File: src/rtl/mem_ctrl.sv
// mem_ctrl: shares one byte-wide RAM port between instruction fetch and load/store,
// moving multi-byte transfers one byte per cycle and stalling the requester meanwhile.
module mem_ctrl #(
    parameter int ADDR_W = 17
) (
    input  logic              clk,
    input  logic              rst,
    input  logic              if_req,
    input  logic [31:0]       if_addr,
    output logic [31:0]       if_inst,
    output logic              if_stallreq,
    input  logic              mem_req,
    input  logic              mem_we,
    input  logic [1:0]        mem_size,
    input  logic [31:0]       mem_addr,
    input  logic [31:0]       mem_wdata,
    output logic [31:0]       mem_rdata,
    output logic              mem_stallreq,
    output logic [ADDR_W-1:0] ram_addr,
    output logic              ram_wr,
    output logic [7:0]        ram_dout,
    input  logic [7:0]        ram_din
);

    localparam logic [1:0] IDLE = 2'd0;
    localparam logic [1:0] BUSY = 2'd1;
    localparam logic [1:0] DONE = 2'd2;

    localparam logic OWNER_IF  = 1'b0;
    localparam logic OWNER_MEM = 1'b1;

    logic [1:0]        state;
    logic              owner;
    logic              we;
    logic [ADDR_W-1:0] base;
    logic [2:0]        cnt;
    logic [2:0]        len;
    logic [31:0]       wdata;
    logic [31:0]       result;
    logic [31:0]       assembled;
    logic [ADDR_W-1:0] start_addr;
    logic [2:0]        start_len;
    logic [2:0]        cnt_next;
    logic [1:0]        byte_sel;
    logic              start_store;
    logic              unused_addr_bits;

    // MEM wins when both stages ask in the same cycle
    assign start_addr  = mem_req ? mem_addr[ADDR_W-1:0] : if_addr[ADDR_W-1:0];
    assign start_store = mem_req & mem_we;
    assign cnt_next    = cnt + 3'd1;
    assign byte_sel    = cnt[1:0] - 2'd1;

    assign unused_addr_bits = ^{if_addr[31:ADDR_W], mem_addr[31:ADDR_W]};

    always_comb begin
        start_len = 3'd4;
        if (mem_req) begin
            case (mem_size)
                2'd0:    start_len = 3'd1;
                2'd1:    start_len = 3'd2;
                default: start_len = 3'd4;
            endcase
        end
    end

    // RAM read data lags its address by a cycle, so count cnt lands in byte cnt-1
    always_comb begin
        assembled = result;
        assembled[{byte_sel, 3'b000} +: 8] = ram_din;
    end

    assign if_stallreq  = rst & if_req  & ~((state == DONE) && (owner == OWNER_IF));
    assign mem_stallreq = rst & mem_req & ~((state == DONE) && (owner == OWNER_MEM));

    always_ff @(posedge clk or negedge rst) begin
        if (!rst) begin
            state     <= IDLE;
            owner     <= OWNER_IF;
            we        <= 1'b0;
            base      <= '0;
            cnt       <= 3'd0;
            len       <= 3'd0;
            wdata     <= 32'd0;
            result    <= 32'd0;
            ram_addr  <= '0;
            ram_wr    <= 1'b0;
            ram_dout  <= 8'd0;
            if_inst   <= 32'd0;
            mem_rdata <= 32'd0;
        end else begin
            case (state)
                IDLE: begin
                    if (mem_req | if_req) begin
                        state    <= BUSY;
                        owner    <= mem_req;
                        we       <= start_store;
                        base     <= start_addr;
                        len      <= start_len;
                        wdata    <= mem_wdata;
                        cnt      <= 3'd0;
                        result   <= 32'd0;
                        ram_addr <= start_addr;
                        ram_wr   <= start_store;
                        if (start_store) begin
                            ram_dout <= mem_wdata[7:0];
                        end
                    end
                end
                BUSY: begin
                    cnt <= cnt_next;
                    if (we) begin
                        if (cnt_next == len) begin
                            ram_wr <= 1'b0;
                            state  <= DONE;
                        end else begin
                            ram_addr <= base + ADDR_W'(cnt_next);
                            ram_dout <= wdata[{cnt_next[1:0], 3'b000} +: 8];
                        end
                    end else begin
                        if (cnt != 3'd0) begin
                            result <= assembled;
                        end
                        if (cnt_next < len) begin
                            ram_addr <= base + ADDR_W'(cnt_next);
                        end
                        if (cnt == len) begin
                            state <= DONE;
                            if (owner == OWNER_MEM) begin
                                mem_rdata <= assembled;
                            end else begin
                                if_inst <= assembled;
                            end
                        end
                    end
                end
                DONE: begin
                    state <= IDLE;
                end
                default: begin
                    state <= IDLE;
                end
            endcase
        end
    end

endmodule

File: config.mk
export PLATFORM = sky130hd
export DESIGN_NAME = mem_ctrl
export DESIGN_NICKNAME = d
export VERILOG_FILES = /design/src/rtl/mem_ctrl.sv
export SDC_FILE = /design/constraint.sdc
export NUM_CORES = 1
export LEC_CHECK = 0
export CORE_MARGIN = 2
export CORE_UTILIZATION = 27
export CTS_BUF_LIST = sky130_fd_sc_hd__clkbuf_8
export DETAILED_ROUTE_END_ITERATION = 10
export DONT_BUFFER_PORTS = 1
export GPL_TIMING_DRIVEN = 0
export PLACE_DENSITY = 0.41
export RECOVER_POWER = 50
export SLEW_MARGIN = 20
export SYNTH_ARGS = -nofsm -noshare
export SYNTH_HDL_FRONTEND = slang
export SYNTH_SLANG_ARGS = --single-unit
export TNS_END_PERCENT = 20
File: constraint.sdc
create_clock -name clk -period 5.65 [get_ports clk]
set_clock_uncertainty 0.15 [all_clocks]
set_input_delay 0.565 -clock clk [delete_from_list [all_inputs] [get_ports clk]]
set_output_delay 0.565 -clock clk [all_outputs]
set_load 0.02 [all_outputs]
# Yosys cells after proc, flatten, opt, wreduce, memory -nomap -nowiden
# Index checks and enable logic that the tools add are counted.
dict set report totals {
  mem_bits_ro 0
  input_bits 111
  ram_bits 0
  out_inout_bits 92
  latch_bits 0
  ff_bits 181
  memories 0
  elab_cells 91
}
dict set report op_classes {
  addsub 4
  reduce_logical 15
  bitwise 10
  shift 3
  n_mux 29
  magnitude_cmp 1
  n_mul 0
  eq_ne 16
  div 0
}
# op n
set op_table {}
lappend op_table {{$mux 32} 3}
lappend op_table {{$mux 17} 5}
lappend op_table {{$pmux 32 s2} 1}
lappend op_table {{$pmux 17 s2} 1}
lappend op_table {{$bwmux 32} 1}
lappend op_table {{$mux 8} 4}
lappend op_table {{$shift 8x7->32 const A} 1}
lappend op_table {{$shiftx 32x6->8} 1}
lappend op_table {{$shiftx 8x7->32} 1}
lappend op_table {{$reduce_and 4->1} 5}
lappend op_table {{$add 17x3->17} 1}
lappend op_table {{$pmux 8 s2} 1}
lappend op_table {{$ne 2x2->1 const B} 7}
lappend op_table {{$ne 3x3->1 const B} 4}
lappend op_table {{$pmux 3 s2} 2}
lappend op_table {{$mux 2} 4}
lappend op_table {{$neg 5->7} 1}
lappend op_table {{$eq 3x3->1} 2}
lappend op_table {{$mux 3} 2}
lappend op_table {{$and 1x1->1} 5}
lappend op_table {{$reduce_and 5->1} 1}
lappend op_table {{$eq 2x1->1 const B} 2}
lappend op_table {{$logic_not 2->1} 2}
lappend op_table {{$not 1->1} 4}
lappend op_table {{other kinds (13)} 17}

# Depth between registers and ports, before layout
# Gate-level depths: netlist (run 1).
dict set report depth {
  ltp_word 7
  depth_mapped 10
}

# Worst setup path after synthesis (run 1)
# Ideal clock, no wire load.
dict set report synth_timing {
  path_kind {register to register}
  from {register cnt[0]}
  to {register ram_addr[16]}
  n_path_buf 1
  arrival_ns 2.530
  period_less_slack_ns 2.746
  path_slack_ns 2.904
  path_stages_with_launch 11
  required_time_ns 5.434
  path_cell_list {dfrtp_1 -> clkbuf_1 -> inv_1 -> ha_1 -> inv_1 -> fa_1 -> nor2b_1 -> o2111ai_1 -> or3_1 -> nand3_1 -> a22o_1}
}
dict set report synth_between {
  elab_chain_len 5
  word_cells_on_any_way 11
  cone_classes {add/sub: 2; order compare: 1; eq/ne: 3; mux: 4; reduce/logical: 1}
}
# item line
set synth_lines {}
lappend synth_lines {{start, declared} 36} ;# logic [2:0] cnt;
lappend synth_lines {{start signal, assigned} 111} ;# cnt <= cnt_next;
lappend synth_lines {{$add 3x1->3 *} 51} ;# assign cnt_next = cnt + 3'd1;
lappend synth_lines {{$add 17x3->17} {117, 125}}
lappend synth_lines {{$mux 17, on equally long branches} {124, 113}}
lappend synth_lines {{$mux 17} 112} ;# if (we) begin
lappend synth_lines {{$pmux 17 s2} 92} ;# case (state)
lappend synth_lines {{end signal, assigned} 103} ;# ram_addr <= start_addr;
lappend synth_lines {{end signal, assigned} 117} ;# ram_addr <= base + ADDR_W'(cnt_next);
lappend synth_lines {{end signal, assigned} 125} ;# ram_addr <= base + ADDR_W'(cnt_next);
lappend synth_lines {{end, declared} 19} ;# output logic [ADDR_W-1:0] ram_addr,
# Every way passes the cells marked *; elsewhere a longest branch is shown, timed or not. The select of a mux whose other input is x is not followed.
# A chain may end at the register's enable or synchronous reset.

# Final worst setup path (run 1)
dict set report layout_timing {
  from {register cnt[0]}
  to {register result[23]}
}
dict set report layout_between {
  elab_chain_len 7
  word_cells_on_any_way 11
  cone_classes {add/sub: 2; eq/ne: 1; shift: 2; mux: 4; reduce/logical: 2}
}
# item line
set layout_lines {}
lappend layout_lines {{$sub 2x1->2} 52} ;# assign byte_sel = cnt[1:0] - 2'd1;
lappend layout_lines {{$neg 5->7} 70} ;# assembled[{byte_sel, 3'b000} +: 8] = ram_din;
lappend layout_lines {{$shiftx 8x7->32 or $shift 8x7->32 (tied branches)} 70}
lappend layout_lines {{$bwmux 32} 70}
lappend layout_lines {{$mux 32} 121} ;# if (cnt != 3'd0) begin
lappend layout_lines {{$mux 32} 112}
lappend layout_lines {{$pmux 32 s2} 92}
lappend layout_lines {{end signal, assigned} 122} ;# result <= assembled;
lappend layout_lines {{end, declared} 39} ;# logic [31:0] result;
# Several ways; a longest one is shown, not always the timed one. The select of a mux whose other input is x is not followed.

==> impl_metrics.json, run 1 <==
{
  "status": "finished with violations",
  "violations": "max-capacitance violations, max-slew violations",
  "htreeDepth": 4,
  "yosysUniqueCellTypes": 42,
  "final_cell_mix": "nand2_1, dfrtp_1, o21ai_0, inv_1, mux2_2",
  "ant_nets": 0,
  "dp_cells": 1177,
  "min-delay-start": "mem_wdata[27]",
  "reg2reg_from": "cnt[0]",
  "p_per_area_mw_per_mm2": 581,
  "fin_cells": 1241,
  "maxCapViolCount": 1,
  "layout-drive-gt1-share": 0.151,
  "layout_commonest_cell": "nand2_1",
  "stdcell_area_mm2": 0.00956,
  "fin_ws_ns": 2.12,
  "synth_cells": 781,
  "fp-row-count": 64,
  "netlist_area_mm2": 0.00840,
  "hold_end": "wdata[27]",
  "whs_path_depth": 2,
  "async_flop_share": 1.00,
  "cts_tree": "done",
  "r2r_end": "result[23]",
  "die_w_um": 180,
  "ios": 203,
  "syn_nets": 905,
  "place_area_mm2": 0.00890,
  "worstSetupEndpointType": "flop",
  "cts.clk_slew.worst_paths_ns": 0.10,
  "core_mm2": 0.0306,
  "first_global_vias": 6056,
  "power.leakage_nw": 4.39,
  "antenna_found_initial": 0,
  "clockBufferDepth": 2,
  "clock-root-buffer": "clkbuf_8",
  "die-area_mm2": 0.0326,
  "clock_latency_ns": 0.49,
  "viasPerCell": 4.66,
  "rsz0062_at_grt": "no",
  "post_drt_wl_per_cell_um": 19.6,
  "dr.pass1.iters": 4,
  "fmax_mhz": 283,
  "seqCellArea_mm2": 0.00453,
  "cp_max_fo": 10,
  "ir_drop_uv": 210,
  "worst-slew-pin-transition_ns": 2.60,
  "cts_made_buffers": 17,
  "reg2reg_slack_ns": 2.12,
  "synth_edf_count": 0,
  "required_ns": 5.93,
  "place_congestion": 0.756,
  "totalWireLength_um": 24300,
  "io_buffers": 0,
  "drv_slew": 182,
  "multi_input_area_mm2": 0.00351,
  "synth.avg_cell_area_um2": 10.8,
  "grt_pass1_wl_um": 38600,
  "rr_worst_depth": 8,
  "fillers": 3253,
  "fin_setup_tns_ns": 0,
  "arrival_ns": 3.81,
  "initial_core_util": 0.275,
  "startpoint_type": "flop",
  "synth-seq-cells": 181,
  "place_hpwl_um": 16400,
  "postCtsSetupRepairBufs": 0,
  "initialDrtViolationCount": 285,
  "setup_violations": 0,
  "critPathKind": "flop to flop",
  "routed-via-count": 5788,
  "final_hold_viol_count": 0,
  "grt.overflow.total": 0,
  "antenna_cells": 0,
  "yosys_most_used_dff": "dfrtp_1",
  "drc_errors": 0,
  "yosysWarnings": 0,
  "grt_max_degree": 182,
  "relSlewSlack": -0.732,
  "clock-sinks": 181,
  "worstHoldPathType": "input port to flop",
  "pre_cts_ws_ns": 2.09,
  "area_delta_synth_final_pct": 13.8,
  "finalNetCount": 956,
  "grt_use_total": 0.155,
  "min_period_ns": 3.53,
  "fin_crit_sh": 0.625,
  "die_h_um": 180,
  "yosysSeqAreaShare": 0.539
}
## layer usage
layer  global-route usage  part of all wire  vias to the layer above
met5                    0                 0                        -
met4               0.0406            0.0096                        0
met3               0.0479             0.062                       14
met2                0.245              0.48                      152
met1                0.208              0.45                     2849
li1                     -                 -                     2773
## registers in the layout, summed over array words and instances, names as in the netlist
| name | flops |
|---|---|
| base | 17 |
| cnt | 3 |
| if_inst | 32 |
| len | 3 |
| mem_rdata | 32 |
| owner | 1 |
| ram_addr | 17 |
| ram_dout | 8 |
| ram_wr | 1 |
| result | 32 |
| state | 2 |
| wdata | 32 |
| we | 1 |
## worst max-delay path by stage
stage	start	end	slack (ns)	depth (start not counted)
CTS	cnt[0]	ram_addr[8]	2.06	9
global placement	cnt[0]	ram_addr[8]	2.14	8
finish	cnt[0]	result[23]	2.12	8
global route	cnt[0]	ram_addr[8]	1.77	8
floorplan	cnt[0]	ram_addr[16]	2.90	10
detailed placement	cnt[0]	ram_addr[8]	2.09	9
## through the flow
stage | hold slack [ns] | total power, W | utilization
final | 0.0554 | 0.00556 | 0.313
after global routing | 0.0136 | 0.00604 | 0.313
after CTS | 0.000462 | 0.00568 | 0.313
after detailed placement | 0.125 | 0.00476 | 0.291
after global placement | 0.125 | 0.00473 | 0.291
after floorplan | 0.119 | 0.00408 | -
## logic make-up (layout without fill, tap and decap cells)
family	Yosys count	in the layout	synth area share
flops	181	181	0.539
simple gates	242	242	0.120
mux	92	92	0.145
xor+xnor	15	15	0.0156
compound gates	147	147	0.115
fa+ha+maj	13	13	0.0202
buf+inv	91	155	0.0450
## where the power goes
| group | leakage, nW | switching, W | internal [W] | total [W] |
|---|---|---|---|---|
| logic | 1.90 | 0.00120 | 0.000938 | 0.00214 |
| registers | 2.31 | 0.000748 | 0.00183 | 0.00258 |
| clock network | 0.182 | 0.000522 | 0.000313 | 0.000836 |
## area by class of cell
type | count | share of cell area
clock inverters | 14 | 0.00942
well taps | 396 | 0.0518
clock buffers | 18 | 0.0259
multi-input cells | 509 | 0.367
repair buffers | 32 | 0.0332
plain buffers | 49 | 0.0229
inverters | 42 | 0.0165
flip-flops and latches | 181 | 0.474
## synth_stat cells, drive strengths merged (5+ instances only)
cell    count  area, um2
a31oi      11       68.8
nor2       12       45.0
mux2i      18        180
nand4       6       37.5
xnor2       8       70.1
and2        6       37.5
o21ai      69        345
dfrtp     181       4530
ha         12        150
nand2     193        724
buf        24        126
a22o       34        298
clkbuf     25       93.8
inv        42        158
o21a        5       37.5
mux2       66        856
o221a       7       78.8
a21oi      10       50.1
mux4        8        180
nand3       8       40.0
xor2        7       61.3
nor2b       5       31.3
## timing repair
action | in CTS | in global routing
resized for setup | 0 | 0
hold buffers | 32 | 0
hold endpoints to repair | 210 | 0
## worst max-delay path, cell delays in order (launching register included)
cell and delay [ns]:
dfrtp_1 0.45, clkbuf_1 0.29, inv_1 0.19, ha_1 0.44, buf_2 0.27, nor3_1 0.92
and2_1 0.23, clkbuf_1 0.31, a22o_1 0.22
Power figures use the tool's default switching activity.
==> inputs of run 2 (changes only) <==
Settings changed: ABC_AREA set to 1, PLACE_DENSITY 0.41 to 0.43.
Clock period 5.65 ns to 2.85 ns, I/O delays scaled along.
==> run 2 against run 1 <==
  * The flow finishes with violations (negative hold slack)
  * Worst setup slack got worse by 1.9 ns
  * Combinational power grew to 2.5 times the previous value
  * Sequential share of layout area decreased by 4.4 points
  * Worst hold slack worse by 0.71 ns
  * Clock power rose by 140%
  * Global-route usage increased by 2.2 points
  * Register-to-register slack worse by 1.9 ns
  * Sequential power up 110%
  * First-iteration DRC count is 78% higher
  * Synthesized cell count increased by 43%
  * Cell count is 32% higher
  * Core utilization is 2.0 points higher
  * Critical path type unchanged
==> impl_metrics.json, run 2 <==
{
  "synth.avg_cell_area_um2": 7.84,
  "critPathKind": "flop to flop",
  "pre_cts_ws_ns": -0.808,
  "seqCellArea_mm2": 0.00453,
  "clock_latency_ns": 0.47,
  "fin_ws_ns": 0.209,
  "final_util": 0.333,
  "drc_errors": 0,
  "area_delta_synth_final_pct": 20.6,
  "ios": 203,
  "yosys.area.top_type_share": 0.517,
  "finalNetCount": 1342,
  "grt.overflow.total": 0,
  "fin_cells": 1632,
  "startpoint_type": "flop",
  "die-area_mm2": 0.0339,
  "hold_buffers": 80,
  "cp_max_fo": 10,
  "worst-slew-pin-transition_ns": 0.805,
  "initialDrtViolationCount": 507,
  "worstSetupEndpointType": "flop",
  "required_ns": 3.08,
  "violations": "negative hold slack",
  "yosysUniqueCellTypes": 35,
  "yosysSeqAreaShare": 0.517,
  "rsz0062_at_grt": "yes",
  "path_cells": "ha_2 -> xor2_2 -> ha_1 -> nand3_1 -> or2_1 -> nand3_2 -> buf_4 -> nor2_1 -> nand2_1 -> nand2_1",
  "yosys-top-cells-count": "nand2_1, dfrtp_1, nand3_1",
  "rr_worst_depth": 10,
  "post_drt_wl_per_cell_um": 17.9,
  "crit_path_max_incr_delay_ns": 0.44,
  "yosysMostFrequentCell": "nand2_1",
  "clock-root-buffer": "clkbuf_8",
  "die_h_um": 184,
  "grt_pass1_wl_um": 45800,
  "routed-via-count": 7675,
  "grt_max_degree": 184,
  "ir_drop_uv": 641,
  "final_hold_viol_count": 181,
  "synth_cells": 1117,
  "syn_nets": 1241,
  "yosys_most_used_dff": "dfrtp_1",
  "critPathSlowestCell": "dfrtp_2",
  "holdWs_ns": -0.652,
  "cts_made_buffers": 17,
  "synth-seq-cells": 181,
  "status": "finished with violations",
  "synth_edf_count": 0,
  "worstHoldPathType": "input port to asynchronous set/reset pin",
  "place_congestion": 0.797,
  "reg2reg_slack_ns": 0.21,
  "final_cell_mix": "nand2_1, dfrtp_1, nand3_1, inv_1, dlygate4sd3_1",
  "min_period_ns": 2.64,
  "grtUsageMet1": 0.248,
  "arrival_ns": 2.87,
  "synth.top_cells.by_area": "dfrtp_1, nand2_1, nand3_1",
  "first_global_vias": 7637,
  "die_w_um": 184,
  "core_mm2": 0.0317,
  "totalWireLength_um": 29100,
  "ant_nets": 0,
  "htreeDepth": 4,
  "dp_cells": 1519,
  "reg2reg_from": "cnt[0]",
  "netlist_area_mm2": 0.00875,
  "fillers": 3439,
  "antenna_found_initial": 0,
  "viasPerCell": 4.70,
  "r2r_end": "ram_addr[11]",
  "layout-drive-gt1-share": 0.0748,
  "maxCapViolCount": 0,
  "synth_top_area_cell": "dfrtp_1",
  "cts_tree": "done",
  "layout_commonest_cell": "nand2_1",
  "p_per_area_mw_per_mm2": 1200,
  "setup_violations": 0,
  "fin_crit_sh": 0.927,
  "power_w": 0.0127,
  "power.leakage_nw": 5.07,
  "crit_top_cell": "nand2_1",
  "fp-row-count": 65,
  "busiest_layer": "met2",
  "drv_slew": 0,
  "use_met3": 0.0386,
  "cts.clk_slew.worst_paths_ns": 0.10,
  "yosysWarnings": 0,
  "io_buffers": 0,
  "use_met2": 0.284,
  "dr.pass1.iters": 5,
  "relSlewSlack": 0.463,
  "place_hpwl_um": 20200,
  "fmax_mhz": 379,
  "clock-sinks": 181,
  "antenna_cells": 0,
  "async_flop_share": 1.00,
  "clockBufferDepth": 2,
  "initial_core_util": 0.276,
  "multi_input_area_mm2": 0.00360,
  "grt_use_total": 0.178
}
-- run 2: changes by cell type in the layout (fill, tap and decap cells not counted), sizes merged, moves of 8 or more --
cell and change:
nand2 +191, nand3 +147, mux2 -66, inv +62, dlygate4sd3 +49, nor2 +44
a22o -34, o21ai +30, o22ai +18, mux2i -17, buf +15, mux4 -8
-- run 2: cells by family (layout without fill, tap and decap cells) --
| logic type | after synthesis | count (layout) | share of synthesized area |
|---|---|---|---|
| AOI/OAI and AO/OA | 141 | 141 | 0.0885 |
| xor gates and xnor gates | 3 | 3 | 0.00300 |
| adders and majority gates | 13 | 13 | 0.0194 |
| buffers and inverters | 166 | 279 | 0.0760 |
| DFF | 181 | 181 | 0.517 |
| muxes | 1 | 1 | 0.00114 |
| and+or+nand+nor | 612 | 612 | 0.295 |
-- run 2: timing repair --
action | 4_1_cts | 5_1_grt
setup buffers | 1 | 2
endpoints found under the hold margin | 256 | 181
resized for setup | 9 | 6
pin swaps | 0 | 2
gates cloned | 0 | 0
endpoints found under the setup margin | 116 | 19
-- run 2: critical path: cells and delay by family (launching register included) --
family,cells,cell delay [ns]
buffers and inverters,1,0.25
DFF,1,0.44
and+or+nand+nor,6,0.81
xor gates and xnor gates,1,0.25
adders and majority gates,2,0.65
-- run 2: area by class of cell --
class	instances	area share
Buffer	57	0.0249
Tap cell	402	0.0476
Clock buffer	20	0.0261
Inverter	108	0.0384
Clock inverter	11	0.0150
Multi-Input combinational cell	770	0.341
Timing Repair Buffer	83	0.0780
Sequential cell	181	0.429
-- run 2: report_power, final --
group	switching [W]	total (W)	internal, W	leakage, nW
logic	0.00367	0.00536	0.00169	2.58
registers	0.00161	0.00531	0.00370	2.27
clock network	0.000973	0.00198	0.00101	0.221
total	0.00625	0.0127	0.00641	5.07
-- run 2: through the flow --
stage	TNS, ns	area (um2)
after floorplan	0	8750
after global placement	-31.77	9260
after detailed placement	-35.25	9260
after CTS	0	10500
after global routing	-0.0146	10600
final	0	10600
-- run 2: worst max-delay path by stage --
stage           start      endpoint  slack [ns]  depth (start not counted)
6_report       cnt[0]  ram_addr[11]        0.21                         10
3_3_place_gp   cnt[0]  ram_addr[16]       -0.77                         13
2_1_floorplan  cnt[0]  ram_addr[16]        0.14                         13
5_1_grt        cnt[0]  ram_addr[14]       -0.01                         15
4_1_cts        cnt[0]  ram_addr[16]        0.06                         13
3_5_place_dp   cnt[0]  ram_addr[16]       -0.81                         13
-- run 2: layer usage --
layer / vias to the layer above / part of all wire
met5: - / 0
met4: 0 / 0.0097
met3: 16 / 0.052
met2: 180 / 0.46
met1: 3678 / 0.47
li1: 3801 / -
